<file path="config.mk">
export PLATFORM = sky130hd
export DESIGN_NAME = boot_loader
export DESIGN_NICKNAME = d
export VERILOG_FILES = /design/src/rtl/boot_loader.sv
export SDC_FILE = /design/constraint.sdc
export NUM_CORES = 1
export LEC_CHECK = 0
export BUFFER_PORTS_ARGS = -buffer_cell sky130_fd_sc_hd__buf_4
export CORE_MARGIN = 4
export CORE_UTILIZATION = 55
export CTS_CLUSTER_DIAMETER = 100
export DETAILED_ROUTE_END_ITERATION = 7
export PLACE_DENSITY = 0.87
export SYNTH_ARGS = -nofsm -noshare
export SYNTH_HDL_FRONTEND = slang
export SYNTH_SLANG_ARGS = --single-unit
</file>
<file path="constraint.sdc">
create_clock -name clk -period 3.3 [get_ports clk]
set_clock_uncertainty 0.1 [all_clocks]
set_input_delay 0.33 -clock clk [delete_from_list [all_inputs] [get_ports clk]]
set_output_delay 0.33 -clock clk [all_outputs]
set_load 0.02 [all_outputs]
</file>
<file path="src/rtl/boot_loader.sv">
// Launch sequencer: streams a byte image into data memory, holds and releases the CPU,
// waits for done (or the watchdog), then streams a result window back out.
module boot_loader #(
  parameter int unsigned ADDR_W     = 8,
  parameter int unsigned DATA_W     = 8,
  parameter int unsigned LOAD_BASE  = 0,
  parameter int unsigned LOAD_LEN   = 256,
  parameter int unsigned DUMP_BASE  = 0,
  parameter int unsigned DUMP_LEN   = 8,
  parameter int unsigned RST_HOLD   = 2,
  parameter int unsigned MAX_CYCLES = 4096
) (
  input  logic              clk,
  input  logic              reset,
  input  logic              in_valid,
  input  logic [DATA_W-1:0] in_data,
  output logic              in_ready,
  output logic              dm_sel,
  output logic [ADDR_W-1:0] dm_addr,
  output logic [DATA_W-1:0] dm_wdata,
  output logic              dm_we,
  input  logic [DATA_W-1:0] dm_rdata,
  output logic              cpu_reset,
  input  logic              cpu_done,
  output logic              out_valid,
  output logic [DATA_W-1:0] out_data,
  input  logic              out_ready,
  output logic              finished,
  output logic              timeout
);

  typedef enum logic [2:0] {
    S_LOAD,
    S_HOLD,
    S_RUN,
    S_DUMP,
    S_FIN
  } state_t;

  state_t      r_state;
  state_t      w_state_nxt;
  logic [31:0] r_cnt;
  logic [31:0] w_cnt_nxt;
  logic        r_in_ready;
  logic        r_dm_sel;
  logic        r_cpu_reset;
  logic        r_out_valid;
  logic        r_finished;
  logic        r_timeout;
  logic        w_timeout_set;
  logic        w_load_hs;
  logic        w_dump_hs;

  assign w_load_hs = (r_state == S_LOAD) && in_valid && r_in_ready;
  assign w_dump_hs = (r_state == S_DUMP) && out_ready && r_out_valid;

  always_comb begin
    w_state_nxt   = r_state;
    w_cnt_nxt     = r_cnt;
    w_timeout_set = 1'b0;
    unique case (r_state)
      S_LOAD: begin
        if (LOAD_LEN == 0) begin
          w_state_nxt = S_HOLD;
        end else if (w_load_hs) begin
          if (r_cnt == LOAD_LEN - 1) w_state_nxt = S_HOLD;
          else                       w_cnt_nxt   = r_cnt + 32'd1;
        end
      end
      S_HOLD: begin
        if (r_cnt == RST_HOLD - 1) w_state_nxt = S_RUN;
        else                       w_cnt_nxt   = r_cnt + 32'd1;
      end
      S_RUN: begin
        w_cnt_nxt = r_cnt + 32'd1;
        // done has priority so a late-but-valid finish never reports a timeout
        if (cpu_done) begin
          w_state_nxt = S_DUMP;
        end else if (r_cnt == MAX_CYCLES - 1) begin
          w_state_nxt   = S_DUMP;
          w_timeout_set = 1'b1;
        end
      end
      S_DUMP: begin
        if (DUMP_LEN == 0) begin
          w_state_nxt = S_FIN;
        end else if (w_dump_hs) begin
          if (r_cnt == DUMP_LEN - 1) w_state_nxt = S_FIN;
          else                       w_cnt_nxt   = r_cnt + 32'd1;
        end
      end
      S_FIN:   w_state_nxt = S_FIN;
      default: w_state_nxt = S_LOAD;
    endcase
    if (w_state_nxt != r_state) w_cnt_nxt = '0;
  end

  always_ff @(posedge clk or posedge reset) begin
    if (reset) begin
      r_state <= S_LOAD;
      r_cnt   <= '0;
    end else begin
      r_state <= w_state_nxt;
      r_cnt   <= w_cnt_nxt;
    end
  end

  // Registered outputs are decoded from the next state so they line up with r_state.
  always_ff @(posedge clk or posedge reset) begin
    if (reset) begin
      r_in_ready  <= 1'b0;
      r_dm_sel    <= 1'b1;
      r_cpu_reset <= 1'b1;
      r_out_valid <= 1'b0;
      r_finished  <= 1'b0;
      r_timeout   <= 1'b0;
    end else begin
      r_in_ready  <= (w_state_nxt == S_LOAD);
      r_dm_sel    <= (w_state_nxt != S_RUN);
      r_cpu_reset <= (w_state_nxt != S_RUN);
      r_out_valid <= (w_state_nxt == S_DUMP) && (DUMP_LEN != 0);
      r_finished  <= (w_state_nxt == S_FIN);
      if (w_timeout_set) r_timeout <= 1'b1;
    end
  end

  always_comb begin
    dm_addr  = '0;
    dm_wdata = '0;
    dm_we    = 1'b0;
    out_data = '0;
    unique case (r_state)
      S_LOAD: begin
        dm_addr  = ADDR_W'(LOAD_BASE + r_cnt);
        dm_wdata = in_data;
        dm_we    = w_load_hs;
      end
      S_DUMP: begin
        dm_addr  = ADDR_W'(DUMP_BASE + r_cnt);
        out_data = dm_rdata;
      end
      default: ;
    endcase
  end

  assign in_ready  = r_in_ready;
  assign dm_sel    = r_dm_sel;
  assign cpu_reset = r_cpu_reset;
  assign out_valid = r_out_valid;
  assign finished  = r_finished;
  assign timeout   = r_timeout;

endmodule

</file>
==> results_dict.tcl <==
set metrics [dict create \
    synth_top_family_by_area "simple AND/OR/NAND/NOR gates" \
    synth_edf_count 0 \
    wl_per_cell_um 15.1 \
    drive_gt1_share_pct 23.3 \
    p_leak_nw 1.39 \
    yosys_warnings 0 \
    track_usage_pct 21.7 \
    start_util_pct 58.6 \
    p_sw_share_pct 34.0 \
    rsz0062_at_grt "false" \
    synth_compound_area_share_pct 13.0 \
    die_h_um 74.2 \
    yosys.area.top_type_share_pct 40.5 \
    slew_violations 0 \
    postSynth.asyncResetShare_pct 100 \
    clkTransAtPathRegs_ns 0.08 \
    numCtsBuffers 5 \
    htreeDepth 2 \
    io_pins 52 \
    cts_tree "yes" \
    vias_per_cell 5.90 \
    tightest_slew_ns 0.758 \
    fin_tns_setup_ns 0 \
    maxCapViolations 0 \
    min_path_type "in -> async" \
    cts_num_sinks 40 \
    power_switching_uw 497 \
    cp-end-kind "register" \
    drt-total-wl_um 5570 \
    dp_hpwl_um 4080 \
    rows 23 \
    cts_resized 0 \
    syn_area_mm2 0.00241 \
    setup_violations 0 \
    hold_viol_final 0 \
    synth_cell_types 46 \
    fin_nets 340 \
    yosysSeqAreaShare_pct 41.5 \
    numPortBuffers 51 \
    slew_headroom_pct 49.4 \
    fin_area_mm2 0.00291 \
    synthMuxAreaShare_pct 0 \
    area_growth_pct 20.6 \
    grt_pass1_wl_um 9160 \
    antenna_found_initial 0 \
    criticalPathCategory "reg -> reg" \
    hold_slack_ns 0.0568 \
    crit_fanout 20 \
    fin_crit_sh_pct 85.5 \
    synth_commonest_cells "dfrtp_1, nor2_1, xor2_1, and2_1, nand2_1" \
    internal_power_uw 964 \
    yosysTopAreaCell "dfrtp_1" \
    cts-root-buf "clkbuf_8" \
    pwr-share-comb_pct 29.8 \
    die-area_mm2 0.00551 \
    postRouteAntennaNets 0 \
    drtPass1Iterations 4 \
    place_area_mm2 0.00280 \
    gp_congestion 0.850 \
    core_region_area_mm2 0.00412 \
    crit_arrival_ns 2.95 \
    status "finished, final reports clean" \
    synth_nets 292 \
    seqPwrFrac_pct 43.1 \
    synth-seq-cells 40 \
    fin_crit_ns 2.82 \
    die_w_um 74.2 \
    synthTopCellsByArea "dfrtp_1, xor2_1, and2_1, nor2_1, and3_1" \
    fmax_mhz 354 \
    worst-endpoint-required_ns 3.42 \
    worstSkewPairLatency_ns 0.30 \
    power.share.clock_pct 27.1 \
    yosysMostFrequentCell "dfrtp_1" \
    clockBufferDepth 2 \
    synthCells 269 \
    vias 2173 \
    cts_setup_buffers 0 \
    synthAdderAreaFrac_pct 1.04 \
    synth-main-ff-cell "dfrtp_1" \
    synth-simple-area-share_pct 32.0 \
    overflow 0 \
    nFillCells 320 \
    peakVddDrop_v 0.000282 \
    yosys.area_share.xor_xnor_pct 7.62 \
    drc_errors 0 \
    grt_pass1_vias 2033 \
    grt_max_degree 33 \
    hold_buffers 0 \
    power-per-cell-area_mw_per_mm2 502 \
    diodes 0 \
    critPathLaunchType "register" \
    drt_iter0_markers 142 \
    syn_avg_cell_area_um2 8.97 \
]
## flip-flops by register name, indices dropped and copies added (netlist names)
signal     count
r_state        3
finished       1
timeout        1
cpu_reset      1
in_ready       1
r_cnt         32
out_valid      1
## per-stage QoR
step | total power [mW] | instances | utilization [%] | setup WS [ns]
3_5_place_dp | 1.07 | 360 | 68.1 | 0.510
4_1_cts | 1.47 | 368 | 70.7 | 0.503
3_3_place_gp | 1.06 | 360 | 68.1 | 0.610
5_1_grt | 1.54 | 368 | 70.7 | 0.200
2_1_floorplan | 0.916 | 269 | - | 1.04
6_report | 1.46 | 368 | 70.7 | 0.477
## per-layer routing
layer / global-route usage (%) / share of wire (%) / vias to the layer above
met5: 0 / 0 / -
met4: 9.09 / 1.6 / 0
met3: 7.03 / 10 / 9
met2: 35.9 / 47 / 78
met1: 26.0 / 41 / 1026
li1: - / - / 1060
## power by group through the flow
| stage | Combinational [mW] | Sequential, mW | Clock [mW] |
|---|---|---|---|
| floorplan | 0.301 | 0.614 | 0 |
| global placement | 0.429 | 0.632 | 0 |
| detailed placement | 0.437 | 0.636 | 0 |
| CTS | 0.439 | 0.627 | 0.404 |
| global route | 0.478 | 0.641 | 0.425 |
| finish | 0.436 | 0.629 | 0.396 |
## cell families after synthesis
logic type      Yosys count
simple gates            138
buf+inv                  21
fa+ha+maj                 2
xor+xnor                 21
flops                    40
compound gates           47
## placed cells by master (no fill, tap or decap), types with 2 or more instances in the layout
| cell | instances |
|---|---|
| nand2b_1 | 2 |
| dfrtp_1 | 39 |
| inv_1 | 5 |
| nand3_1 | 10 |
| and2_1 | 19 |
| nor2_1 | 28 |
| a31oi_1 | 3 |
| ha_1 | 2 |
| o21bai_1 | 3 |
| and4_1 | 2 |
| nor4_1 | 8 |
| a21o_1 | 5 |
| and3_1 | 14 |
| or4_1 | 4 |
| o2111ai_1 | 2 |
| nor4_2 | 2 |
| o31ai_1 | 2 |
| a21oi_1 | 11 |
| o211ai_1 | 3 |
| clkbuf_8 | 5 |
| or3_1 | 9 |
| nand4_1 | 11 |
| xor2_1 | 20 |
| nand2_1 | 19 |
| o21ai_0 | 10 |
| nor3_1 | 4 |
| buf_4 | 56 |
## critical path, cell delays in order, from the launching register on
cell and delay [ns]:
dfrtp_1 0.58, nor3_4 0.38, nand3_2 0.16, inv_2 0.08, o31a_1 0.39, o2bb2ai_2 0.21
buf_4 0.21, or4_1 0.47, a21oi_1 0.15
## final cells by class
type                    count  area (µm²)  share of cell area [%]
well taps                  50        62.6                    2.15
clock inverters             2        35.0                    1.20
flip-flops and latches     40        1000                    34.4
clock buffers               6        72.6                    2.49
repair buffers             56         420                    14.4
inverters                   6        22.5                   0.774
multi-input cells         208        1290                    44.5
## final timing paths
check                                     start                     to  slack (ns)  depth (start not counted)
min in group clk                       cpu_done    timeout$_DFFE_PP0P_        0.22                          3
min                                       reset  r_cnt[31]$_DFFE_PP0P_        0.06                          2
min reg2reg                 timeout$_DFFE_PP0P_    timeout$_DFFE_PP0P_        0.38                          1
max reg2reg                r_state[1]$_DFF_PP0_  r_cnt[28]$_DFFE_PP0P_        0.48                          8
max in group asynchronous                 reset    cpu_reset$_DFF_PP1_        2.22                          3
max                        r_state[1]$_DFF_PP0_  r_cnt[28]$_DFFE_PP0P_        0.48                          8
(Power assumes the default switching activity.)
